$ cat src/rtl/fifo_rd_ctrl.sv
// fifo_rd_ctrl
// Read-side controller for the 8-bit, 16-deep synchronous FIFO. Issues FIFO
// reads from the empty flag, absorbs the FIFO's one-cycle read latency in a
// 2-entry skid buffer, and presents the words as a valid/ready stream with
// packet framing (m_last on every PKT_LEN-th word).
module fifo_rd_ctrl #(
    parameter int DW      = 8,
    parameter int PKT_LEN = 4
) (
    input  logic          clk,
    input  logic          rst,
    input  logic          en,
    input  logic          fifo_empty,
    input  logic [DW-1:0] fifo_rdata,
    output logic          fifo_re,
    output logic          m_valid,
    output logic [DW-1:0] m_data,
    output logic          m_last,
    input  logic          m_ready,
    output logic          busy,
    output logic [15:0]   word_cnt
);

    typedef enum logic [1:0] {
        IDLE = 2'd0,
        RUN  = 2'd1,
        STOP = 2'd2
    } state_t;

    // Packet index of the last word in a packet; PKT_LEN is at most 256.
    localparam logic [7:0] LAST_IDX = 8'(PKT_LEN - 1);

    state_t        state;
    state_t        state_nxt;

    // Skid buffer: buf0 is the head presented on m_data, buf1 the tail slot.
    logic [1:0]    cnt;
    logic [1:0]    cnt_nxt;
    logic [DW-1:0] buf0;
    logic [DW-1:0] buf1;
    logic [DW-1:0] buf0_nxt;
    logic [DW-1:0] buf1_nxt;

    // A read was issued last cycle, so fifo_rdata carries a word this cycle.
    logic          pend;

    logic [7:0]    pkt_idx;
    logic [15:0]   wcnt;

    logic          pop;
    logic          wr;
    logic [2:0]    occ;

    assign m_valid = (cnt != 2'd0);
    assign pop     = m_valid & m_ready;
    assign wr      = pend;

    // Occupancy the buffer will have once this cycle's pending word lands and
    // this cycle's pop leaves. cnt==0 implies no pop, so this never underflows.
    assign occ     = {1'b0, cnt} + {2'b00, pend} - {2'b00, pop};

    // A new read is only issued when its word is guaranteed a free slot.
    assign fifo_re = (state == RUN) & ~fifo_empty & (occ < 3'd2);

    assign m_data   = buf0;
    assign m_last   = m_valid & (pkt_idx == LAST_IDX);
    assign busy     = (state != IDLE);
    assign word_cnt = wcnt;

    // State register.
    always_ff @(posedge clk or posedge rst) begin
        if (rst) begin
            state <= IDLE;
        end else begin
            state <= state_nxt;
        end
    end

    // Next-state logic: STOP waits for the in-flight read and the buffer to drain.
    always_comb begin
        state_nxt = state;
        case (state)
            IDLE: begin
                if (en) begin
                    state_nxt = RUN;
                end
            end
            RUN: begin
                if (!en) begin
                    state_nxt = STOP;
                end
            end
            STOP: begin
                if (!pend && (cnt == 2'd0)) begin
                    state_nxt = en ? RUN : IDLE;
                end
            end
            default: begin
                state_nxt = IDLE;
            end
        endcase
    end

    // Pending flag: remembers that a FIFO read was issued in the previous cycle.
    always_ff @(posedge clk or posedge rst) begin
        if (rst) begin
            pend <= 1'b0;
        end else begin
            pend <= fifo_re;
        end
    end

    // Skid buffer next state: capture into the tail, shift on pop, keep order.
    always_comb begin
        buf0_nxt = buf0;
        buf1_nxt = buf1;
        cnt_nxt  = cnt;
        case ({wr, pop})
            2'b01: begin
                buf0_nxt = buf1;
                cnt_nxt  = cnt - 2'd1;
            end
            2'b10: begin
                if (cnt == 2'd0) begin
                    buf0_nxt = fifo_rdata;
                end else begin
                    buf1_nxt = fifo_rdata;
                end
                cnt_nxt = cnt + 2'd1;
            end
            2'b11: begin
                if (cnt == 2'd1) begin
                    buf0_nxt = fifo_rdata;
                end else begin
                    buf0_nxt = buf1;
                    buf1_nxt = fifo_rdata;
                end
            end
            default: begin
            end
        endcase
    end

    // Skid buffer registers; reset also clears the data so m_data reads 0.
    always_ff @(posedge clk or posedge rst) begin
        if (rst) begin
            cnt  <= 2'd0;
            buf0 <= '0;
            buf1 <= '0;
        end else begin
            cnt  <= cnt_nxt;
            buf0 <= buf0_nxt;
            buf1 <= buf1_nxt;
        end
    end

    // Packet index: advances on every handed-off word, survives STOP/IDLE.
    always_ff @(posedge clk or posedge rst) begin
        if (rst) begin
            pkt_idx <= 8'd0;
        end else if (pop) begin
            if (pkt_idx == LAST_IDX) begin
                pkt_idx <= 8'd0;
            end else begin
                pkt_idx <= pkt_idx + 8'd1;
            end
        end
    end

    // Running count of handed-off words, wrapping at 16 bits.
    always_ff @(posedge clk or posedge rst) begin
        if (rst) begin
            wcnt <= 16'd0;
        end else if (pop) begin
            wcnt <= wcnt + 16'd1;
        end
    end

endmodule

$ cat config.mk
export PLATFORM = sky130hd
export DESIGN_NAME = fifo_rd_ctrl
export DESIGN_NICKNAME = d
export VERILOG_FILES = /design/src/rtl/fifo_rd_ctrl.sv
export SDC_FILE = /design/constraint.sdc
export NUM_CORES = 1
export LEC_CHECK = 0
export BUFFER_PORTS_ARGS = -buffer_cell sky130_fd_sc_hd__buf_2
export CAP_MARGIN = 20
export CELL_PAD_IN_SITES_DETAIL_PLACEMENT = 1
export CELL_PAD_IN_SITES_GLOBAL_PLACEMENT = 2
export CORE_MARGIN = 3
export CORE_UTILIZATION = 35
export CTS_CLUSTER_DIAMETER = 30
export DETAILED_ROUTE_END_ITERATION = 10
export GPL_ROUTABILITY_DRIVEN = 0
export MAX_ROUTING_LAYER = met4
export PLACE_DENSITY = 0.78
export SETUP_SLACK_MARGIN = 0.05
export SLEW_MARGIN = 30
export SYNTH_ARGS = -nofsm -noshare
export SYNTH_HDL_FRONTEND = slang
export SYNTH_SLANG_ARGS = --single-unit
$ cat constraint.sdc
create_clock -name clk -period 3 [get_ports clk]
set_clock_uncertainty 0.2 [all_clocks]
set_input_delay 0.15 -clock clk [delete_from_list [all_inputs] [get_ports clk]]
set_output_delay 0.15 -clock clk [all_outputs]
set_load 0.02 [all_outputs]
**Word level (Yosys, flattened, before mapping)**

Cells that the tools add are included.

- $add $sub $neg: 6
- Multiply operators: 0
- Div/mod/pow operators: 0
- Order comparisons: 1
- Equal/unequal tests: 13
- Shift-type cells: 0
- Muxes and demuxes: 13
- Bitwise operators: 5
- Reduce and logical (&&, ||, !) cells: 12

Operator list:

| operator | number |
|---|---|
| 2-to-1 mux 8 bit | 5 |
| one-hot mux 8 bit (3 select lines) | 1 |
| adder 16 x 1 -> 16 bit (second input constant) | 1 |
| one-hot mux 8 bit (2 select lines) | 1 |
| inequality test 2 bit (second input constant) | 6 |
| adder 8 x 1 -> 8 bit (second input constant) | 1 |
| equality test 8 x 2 -> 1 bit (second input constant) | 1 |
| nonzero test 2 bit | 4 |
| equality test 2 x 1 -> 1 bit (second input constant) | 3 |
| equality test 2 bit (second input constant) | 3 |
| 2-to-1 mux 2 bit | 3 |
| one-hot mux 2 bit (3 select lines) | 1 |
| AND reduction 3 bit | 2 |
| AND 1 bit | 4 |
| zero test 2 bit | 2 |
| one-hot mux 2 bit (2 select lines) | 1 |
| adder 2 x 1 -> 3 bit | 1 |
| < comparator 3 x 2 -> 1 bit (second input constant) | 1 |
| nonzero test 3 bit | 1 |
| subtractor 3 x 1 -> 3 bit | 1 |
| adder 2 x 1 -> 2 bit (second input constant) | 1 |
| AND reduction 2 bit | 1 |
| subtractor 2 x 1 -> 2 bit (second input constant) | 1 |
| logical AND 1 bit | 1 |
| other kinds (3) | 3 |

- Register bits: 45
- Latch bits: 0
- Bits in writable memories: 0
- ROM bits: 0
- Input port bits: 13
- Output and inout port bits: 28
- Memories kept: 0

**Logic depth before layout (Yosys ltp)**

Gate-level depths: netlist (run 1).

- Word-level depth: 5
- Gate-level depth with buffers: 11
- Gate-level depth less buffers: 9

**Least setup slack after synthesis (run 1)**

OpenSTA, ideal clock, no wires.

- Kind: reg-to-reg
- Start: register cnt[1]
- End: register pend
- Library setup time: 210 ps
- Data arrival time: 2,821 ps
- Required time: 2,590 ps
- Slack: -231 ps
- Stages on the path, launching flop included: 11
- Buffers on the path: 1
- Cell sequence: dfrtp_1 inv_1 ha_1 nand2b_1 buf_6 inv_4 ha_1 nand2b_1 fa_1 xor2_1 nor4b_1

- Word-level cells in the longest chain between the ends: 5

Ends and longest elaborated chain:

| item | line | text |
|---|---|---|
| start: declaration | 37 | `logic [1:0] cnt;` |
| start signal: assignment | 151 | `cnt <= cnt_nxt;` |
| nonzero test 2 bit | 54 | `assign m_valid = (cnt != 2'd0);` |
| AND 1 bit | 55 | `assign pop = m_valid & m_ready;` |
| via pop | 50 | `logic pop;` |
| subtractor 3 x 1 -> 3 bit | 60 | `assign occ = {1'b0, cnt} + {2'b00, pend} - {2'b00, pop};` |
| < comparator 3 x 2 -> 1 bit | 63 | `assign fifo_re = (state == RUN) & ~fifo_empty & (occ < 3'd2);` |
| AND 1 bit | 63 |  |
| via fifo_re | 15 | `output logic fifo_re,` |
| end signal: assignment | 109 | `pend <= fifo_re;` |
| end: declaration | 45 | `logic pend;` |

The timed path passes the listed nets, and every way through them passes these cells.
A chain may end at the register's enable or synchronous reset.

**Final worst setup path (run 1)**

- Start: register cnt[1]
- End: output fifo_re

- Word-level cells in the longest chain between the ends: 5

Ends and longest elaborated chain:

| item | line |
|---|---|
| nonzero test 2 bit | 54 |
| AND 1 bit | 55 |
| via pop | 50 |
| subtractor 3 x 1 -> 3 bit | 60 |
| < comparator 3 x 2 -> 1 bit | 63 |
| AND 1 bit | 63 |
| end: declaration | 15 |

The timed path passes the listed nets, and every way through them passes these cells.

==> impl_metrics.yaml, run 1 <==
timing:
  clock.fmax_ghz: 0.354
  final.min_clock_period_ps: 2820
  tns_ps: 0
  grt_setup_unrepaired: "false"
  fin_crit_sh_pct: 94.0
  slew_violations: 0
  setup_viol: 0
  max-slew-margin-rel_pct: 45.0
  hold_violations: 0
  worst_pin_slew_ps: 820
final_layout:
  finalNetCount: 261
  ff_latch_area_um2: 1130
  nFillCells: 627
  layout-drive-gt1-share_pct: 30.7
  final_area_um2: 2660
  multi_input_area_um2: 940
  area_delta_synth_final_pct: 28.0
  antenna_cells: 0
drt:
  vias_per_cell: 4.83
  firstDrtPassIters: 2
  wirelength_um: 4380
  drc: 0
  wl_per_cell_um: 14.0
  ant_nets: 0
  drt_iter0_markers: 13
  vias: 1511
global_route:
  grt_max_degree: 24
  gr-total-overflow: 0
  grt_antenna_before_repair: 0
  grt_pass1_vias: 1551
  grt_pass1_wl_um: 7650
  grt_usage_pct: 14.0
synthesis:
  syn_nets: 200
  seq_area_frac_synth_pct: 54.2
  yosysWarningCount: 0
  ys_ff_latch: 45
  synth_cell_types: 32
  syn_area_per_cell_um2: 11.6
  syn_inst: 179
  syn_area_um2: 2080
setup_path:
  cp_max_fo: 4
  cp-start-kind: "register"
  crit_arrival_ps: 2470
  path_class: "register to output pin"
  end_kind: "output pin"
  critPathRequiredTime_ps: 2650
floorplanning:
  start_util_pct: 36.9
  fp.dieW_um: 83.1
  coreArea_um2: 5640
  die_area_um2: 6900
  io_pins: 41
  num_rows: 27
  die_h_um: 83.1
place:
  placed_area_um2: 2390
  port_buffers: 40
  place_hpwl_um: 3200
cts:
  insertion_delay_ps: 300
  clk_path_buf_depth: 2
  tritoncts: "yes"
  clk_pin_slew_worst_paths_ps: 80
  htree_levels: 2
  cts.sinks: 45
  cts-root-buf: "clkbuf_8"
  cts_made_buffers: 5
status:
  status: "complete, no violations"
power_and_ir_drop:
  p_total_mw: 2.39
  ir_worst_vdd_uv: 359
  p_leak_nw: 1.29
  powerDensity_nw_per_um2: 897
worst_hold_path:
  hold_path_class: "primary input to register"
flow_run:
  drv_cap: 0
-- stage by stage --
stage | util (%) | hold slack (ps) | std cells | setup WS [ps]
finish | 47.2 | 117 | 313 | 179
global route | 47.2 | 147 | 313 | 37.1
CTS | 47.2 | 113 | 313 | 116
detailed placement | 42.3 | 54.5 | 292 | 138
global placement | 42.3 | 55.9 | 292 | 241
floorplan | - | 58.5 | 179 | 91.6
-- worst max-delay path, cell delays in order (launching register included) --
cell      delay [ps]
dfrtp_1          400
inv_2             80
ha_4             150
nand2b_4         140
inv_4             40
ha_4             210
nand2b_1         150
fa_1             370
xor2_1           160
nor4b_2          290
buf_4            190
-- cells in the mapped netlist (all sizes together) --
cell type | count | area (um2)
dfrtp | 45 | 1130
nand2 | 25 | 93.8
xnor2 | 18 | 158
o21ai | 10 | 50.1
mux2 | 9 | 101
a22oi | 8 | 60.1
nand3 | 8 | 40.0
ha | 7 | 87.6
and3 | 6 | 37.5
inv | 6 | 25.0
nand4 | 5 | 31.3
xor2 | 5 | 43.8
buf | 4 | 27.5
nand2b | 4 | 25.0
a21o | 2 | 15.0
a21oi | 2 | 10.0
nor2 | 2 | 7.51
nor3 | 2 | 10.0
nor4 | 2 | 42.5
a21boi | 1 | 7.51
and2 | 1 | 6.26
and4 | 1 | 8.76
fa | 1 | 20.0
mux2i | 1 | 10.0
nor4b | 1 | 8.76
or2 | 1 | 6.26
or3 | 1 | 6.26
or4b | 1 | 13.8
-- kinds of logic (layout without fill, tap and decap cells) --
family,Yosys count,in the layout,synth area share (%)
mux,10,10,5.36
simple gates,60,60,16.2
flops,45,45,54.2
buf+inv,10,72,2.53
xor+xnor,23,23,9.69
compound gates,23,23,6.86
fa+ha+maj,8,8,5.17
-- area by class of cell --
class	count	share of cell area (%)
Multi-Input combinational cell	124	35.3
Sequential cell	45	42.3
Tap cell	72	3.38
Inverter	6	0.940
Clock inverter	1	1.13
Timing Repair Buffer	58	13.7
Clock buffer	7	3.24
-- report_power, final --
group | internal (mW) | total [mW] | switching [mW]
clock network | 0.272 | 0.473 | 0.202
registers | 0.807 | 0.970 | 0.163
logic | 0.433 | 0.944 | 0.511
-- final timing paths --
path / startpoint / cells after the start / slack [ps] / end
worst max-delay path: cnt[1] / 10 / 180 / fifo_re
worst min-delay path: m_ready / 5 / 120 / cnt[0]
worst max register to register: cnt[1] / 8 / 470 / buf1[1]
worst min register to register: word_cnt[15] / 1 / 260 / word_cnt[15]
max in group asynchronous: rst / 4 / 1620 / m_data[5]
min in group asynchronous: rst / 3 / 250 / m_data[1]
-- layer usage --
| metal | track usage [%] | wire [um] | vias up |
|---|---|---|---|
| li1 | - | - | 738 |
| met1 | 17.8 | 2040 | 744 |
| met2 | 22.4 | 2140 | 24 |
| met3 | 3.47 | 161 | 5 |
| met4 | 3.57 | 39 | 0 |
| met5 | - | 0 | - |
-- state kept, by name, summed over array words and instances, names as in the netlist --
name      cells
buf1          8
cnt           2
m_data        8
pend          1
pkt_idx       8
state         2
word_cnt     16
-- what timing repair did --
item / 4_1_cts / 5_1_grt
buffers inserted: 2 / 0
setup endpoints to repair: 1 / 1
gates resized for setup: 5 / 2
hold buffers: 11 / 0
endpoints found under the hold margin: 39 / 0
pin swaps: 1 / 1
-- placed cells by master (no fill, tap or decap), drive strengths merged, types with 8 or more instances in the layout --
cell          n
nand3         8
buf          47
o21ai        10
dlygate4sd3  11
nand2        25
xnor2        18
dfrtp        45
mux2          9
a22oi         8
No activity file was read; power rests on OpenSTA's default activity.
==> run 2: changes to the inputs <==
- CORE_UTILIZATION: 35 -> 38
- HOLD_SLACK_MARGIN: unset -> 0.08
- PLACE_DENSITY: 0.78 -> 0.83
- clock period: 3 -> 3.6 ns (I/O delays scaled with it)
==> impl_metrics.yaml, run 2 (synthesis results as in run 1) <==
status:
  status: "complete, no violations"
setup_path:
  cpPeakStageDelay_ps: 440
  path_cells: "inv_1, ha_1, nand2b_1, inv_4, ha_1, nand2b_1, fa_1, xor2_1, nor4b_1, buf_2"
  end_kind: "output pin"
  crit_start: "cnt[1]"
  cp_top_family: "adder cells"
  cp_num_buf_inv: 3
  crit_arrival_ps: 2990
  path_depth: 10
  path_class: "register to output pin"
  cp_slowest_cell: "dfrtp_1"
  rr_startpoint: "cnt[1]"
  cp_max_fo: 11
  critPathRequiredTime_ps: 3220
  rr_worst_depth: 9
  cp-start-kind: "register"
floorplanning:
  fp.dieW_um: 80.0
  start_util_pct: 40.0
  num_rows: 26
  coreArea_um2: 5200
  die_h_um: 80.0
  die_area_um2: 6400
  io_pins: 41
timing:
  max-slew-margin-rel_pct: 53.0
  hold_violations: 0
  worst_pin_slew_ps: 685
  setup_viol: 0
  grt_setup_unrepaired: "false"
  fin_ws_ps: 229
  final.min_clock_period_ps: 3370
  slew_violations: 0
  tns_ps: 0
  clock.fmax_ghz: 0.297
  fin_crit_sh_pct: 93.6
cts:
  cts-root-buf: "clkbuf_8"
  clk_path_buf_depth: 2
  cts.sinks: 45
  clk_pin_slew_worst_paths_ps: 80
  cts_setup_buffers: 0
  cts_made_buffers: 5
  htree_levels: 2
  tritoncts: "yes"
  insertion_delay_ps: 290
drt:
  vias: 1514
  wirelength_um: 4610
  ant_nets: 0
  drt_iter0_markers: 66
  drc: 0
  vias_per_cell: 4.96
  firstDrtPassIters: 4
  wl_per_cell_um: 15.1
place:
  port_buffers: 40
  placed_area_um2: 2360
  place_ws_ps: 507
  place_hpwl_um: 3150
worst_hold_path:
  hold_start: "m_ready"
  min_path_cells: 5
  hold_path_class: "primary input to register"
final_layout:
  nFillCells: 593
  fin_util_pct: 48.9
  antenna_cells: 0
  layout-drive-gt1-share_pct: 26.8
  finalNetCount: 257
  area_delta_synth_final_pct: 22.4
  layout_common_cells: "45 x dfrtp_1, 40 x buf_2, 25 x nand2_1"
  layout_commonest_cell: "dfrtp_1"
  final_area_um2: 2550
  largest_register_ffs: 16
global_route:
  grt_pass1_vias: 1626
  grt_pass1_wl_um: 7890
  grt_max_degree: 46
  grt_usage_pct: 16.5
  grt_antenna_before_repair: 0
  gr-total-overflow: 0
flow_run:
  drv_cap: 0
power_and_ir_drop:
  p_leak_nw: 1.25
  p_total_mw: 1.83
  ir_worst_vdd_uv: 386
  powerDensity_nw_per_um2: 721
[run 2: stage by stage]
| stage | hold slack, ps | std cells |
|---|---|---|
| final | 138 | 305 |
| after global routing | 152 | 305 |
| after CTS | 130 | 305 |
| after detailed placement | 157 | 288 |
| after global placement | 152 | 288 |
| after floorplan | 87.7 | 179 |
[run 2: final timing paths]
check                                to  slack [ps]
max                             fifo_re         230
min                          pkt_idx[1]         140
max reg2reg                        pend         800
min reg2reg                word_cnt[15]         270
max in group asynchronous      state[0]        2420
min in group asynchronous       buf1[7]         380
[run 2: tightest hold or removal path, stage by stage]
cell and delay, ps:
buf_2 80, nand2b_1 90, inv_4 120, nand2_1 60, nand2_1 40
[run 2: per-layer routing]
layer	routed length, um	GRT usage, %	vias up
met5	0	-	-
met4	31	4.05	0
met3	224	3.61	2
met2	2410	28.9	31
met1	1940	19.2	751
li1	-	-	730
[run 2: power by group]
part	switching, mW	leakage (nW)	internal (mW)	total [mW]
sequential	0.154	0.579	0.673	0.827
combinational	0.410	0.631	0.312	0.722
clock	0.158	0.0399	0.128	0.286
total	0.722	1.25	1.11	1.83
[run 2: layout make-up]
type                    instances  area, um2  area share, %
flip-flops and latches         45       1130           44.2
multi-input cells             124        901           35.4
repair buffers                 54        333           13.1
well taps                      70       87.6           3.44
clock buffers                   5       68.8           2.70
inverters                       6       25.0          0.983
clock inverters                 1       5.00          0.197
[run 2: timing repair]
item	in CTS	in global routing
hold buffers	11	0
resized for setup	0	0
endpoints found under the hold margin	64	0
==> run 3: changes to the inputs <==
- clock period: 3.6 -> 4 ns (I/O delays scaled with it)
==> impl_metrics.yaml, run 3 (synthesis results as in run 1) <==
setup_path:
  cp_max_fo: 11
  crit_start: "cnt[1]"
  end_kind: "output pin"
  rr_startpoint: "cnt[1]"
  path_cells: "inv_1, ha_1, nand2b_1, buf_4, inv_4, ha_1, nand2b_1, fa_1, xor2_1, nor4b_1, buf_2"
  cp_num_buf_inv: 4
  critPathRequiredTime_ps: 3600
  cp_top_family: "adder cells"
  cp-start-kind: "register"
  cpPeakStageDelay_ps: 430
  cp_slowest_cell: "dfrtp_1"
  crit_arrival_ps: 3070
  path_class: "register to output pin"
drt:
  ant_nets: 0
  drc: 0
  wl_per_cell_um: 14.5
  vias: 1520
  wirelength_um: 4450
  firstDrtPassIters: 4
  vias_per_cell: 4.97
  drt_iter0_markers: 35
timing:
  grt_setup_unrepaired: "false"
  slew_violations: 0
  hold_violations: 0
  setup_viol: 0
  clock.fmax_ghz: 0.289
  final.min_clock_period_ps: 3470
  tns_ps: 0
  hold_ws_ps: 154
  fin_crit_sh_pct: 86.6
  worst_pin_slew_ps: 762
  max-slew-margin-rel_pct: 47.8
final_layout:
  layout_commonest_cell: "dfrtp_1"
  layout_common_cells: "45 x dfrtp_1, 40 x buf_2, 25 x nand2_1"
  area_delta_synth_final_pct: 24.3
  nFillCells: 587
  multi_input_area_um2: 905
  antenna_cells: 0
  finalNetCount: 256
  largest_register_ffs: 16
  ff_latch_area_um2: 1130
  fin_util_pct: 49.7
  layout-drive-gt1-share_pct: 27.1
cts:
  clk_path_buf_depth: 2
  cts-root-buf: "clkbuf_8"
  htree_levels: 2
  insertion_delay_ps: 290
  clk_pin_slew_worst_paths_ps: 80
  tritoncts: "yes"
  cts_made_buffers: 5
  cts.sinks: 45
  cts_resized: 0
floorplanning:
  start_util_pct: 40.0
  num_rows: 26
  fp.dieW_um: 80.0
  die_h_um: 80.0
  die_area_um2: 6400
  coreArea_um2: 5200
  io_pins: 41
power_and_ir_drop:
  p_leak_nw: 1.26
  powerDensity_nw_per_um2: 674
  p_total_mw: 1.74
  ir_worst_vdd_uv: 324
global_route:
  grt_pass1_wl_um: 7760
  grt_pass1_vias: 1606
  grt_max_degree: 46
  gr-total-overflow: 0
  grt_usage_pct: 16.0
  grt_antenna_before_repair: 0
worst_hold_path:
  hold_path_class: "primary input to register"
  hold_start: "m_ready"
place:
  port_buffers: 40
  place_hpwl_um: 3180
status:
  status: "complete, no violations"
flow_run:
  drv_cap: 0
run 3: cell count changes in the layout (fill, tap and decap cells not counted):
cell	before	now
clkinv_2	1	0
a21oi_2	0	1
clkbuf_8	5	6
bufinv_16	0	1
buf_4	3	2
clkbuf_1	0	1
a21oi_1	2	1
run 3: worst paths after layout:
check | slack (ps) | endpoint | depth (start not counted)
worst max-delay path | 530 | fifo_re | 11
min in group asynchronous | 380 | m_data[0] | 4
worst max register to register | 1140 | pend | 10
worst min-delay path | 150 | word_cnt[1] | 5
worst min register to register | 270 | word_cnt[15] | 1
max in group asynchronous | 2830 | pkt_idx[1] | 4
run 3: area by class of cell:
class | instances | area share (%)
clock buffer | 7 | 3.34
clock inverter | 1 | 1.16
inverter | 6 | 0.968
multi-input combinational | 124 | 35.0
sequential | 45 | 43.6
tap | 70 | 3.39
timing repair buffer | 53 | 12.6
run 3: where the power goes:
| group | switching, mW | internal [mW] |
|---|---|---|
| Sequential | 0.138 | 0.605 |
| Clock | 0.151 | 0.204 |
| Combinational | 0.365 | 0.278 |
| Total | 0.654 | 1.09 |
run 3: worst min-delay path, stage by stage:
cell and delay, ps:
buf_2 80, nand2b_1 40, buf_4 170, nand2_1 70
nand2_1 50
run 3: through the flow:
step | std cells | setup slack, ps | cell area [um2]
6_report | 306 | 534 | 2580
2_1_floorplan | 179 | 769 | 2080
3_5_place_dp | 287 | 825 | 2360
4_1_cts | 306 | 486 | 2580
3_3_place_gp | 287 | 929 | 2350
5_1_grt | 306 | 298 | 2580
run 3: what timing repair did:
item / 4_1_cts / 5_1_grt
hold buffers: 11 / 0
hold endpoints to repair: 63 / 0
setup buffers: 0 / 0
run 3: per-layer routing:
metal / GRT usage, % / routed length, um / up-vias
met3: 4.06 / 188 / 5
met4: 3.55 / 43 / 0
li1: - / - / 730
met2: 25.1 / 2120 / 33
met5: - / 0 / -
met1: 21.0 / 2100 / 752
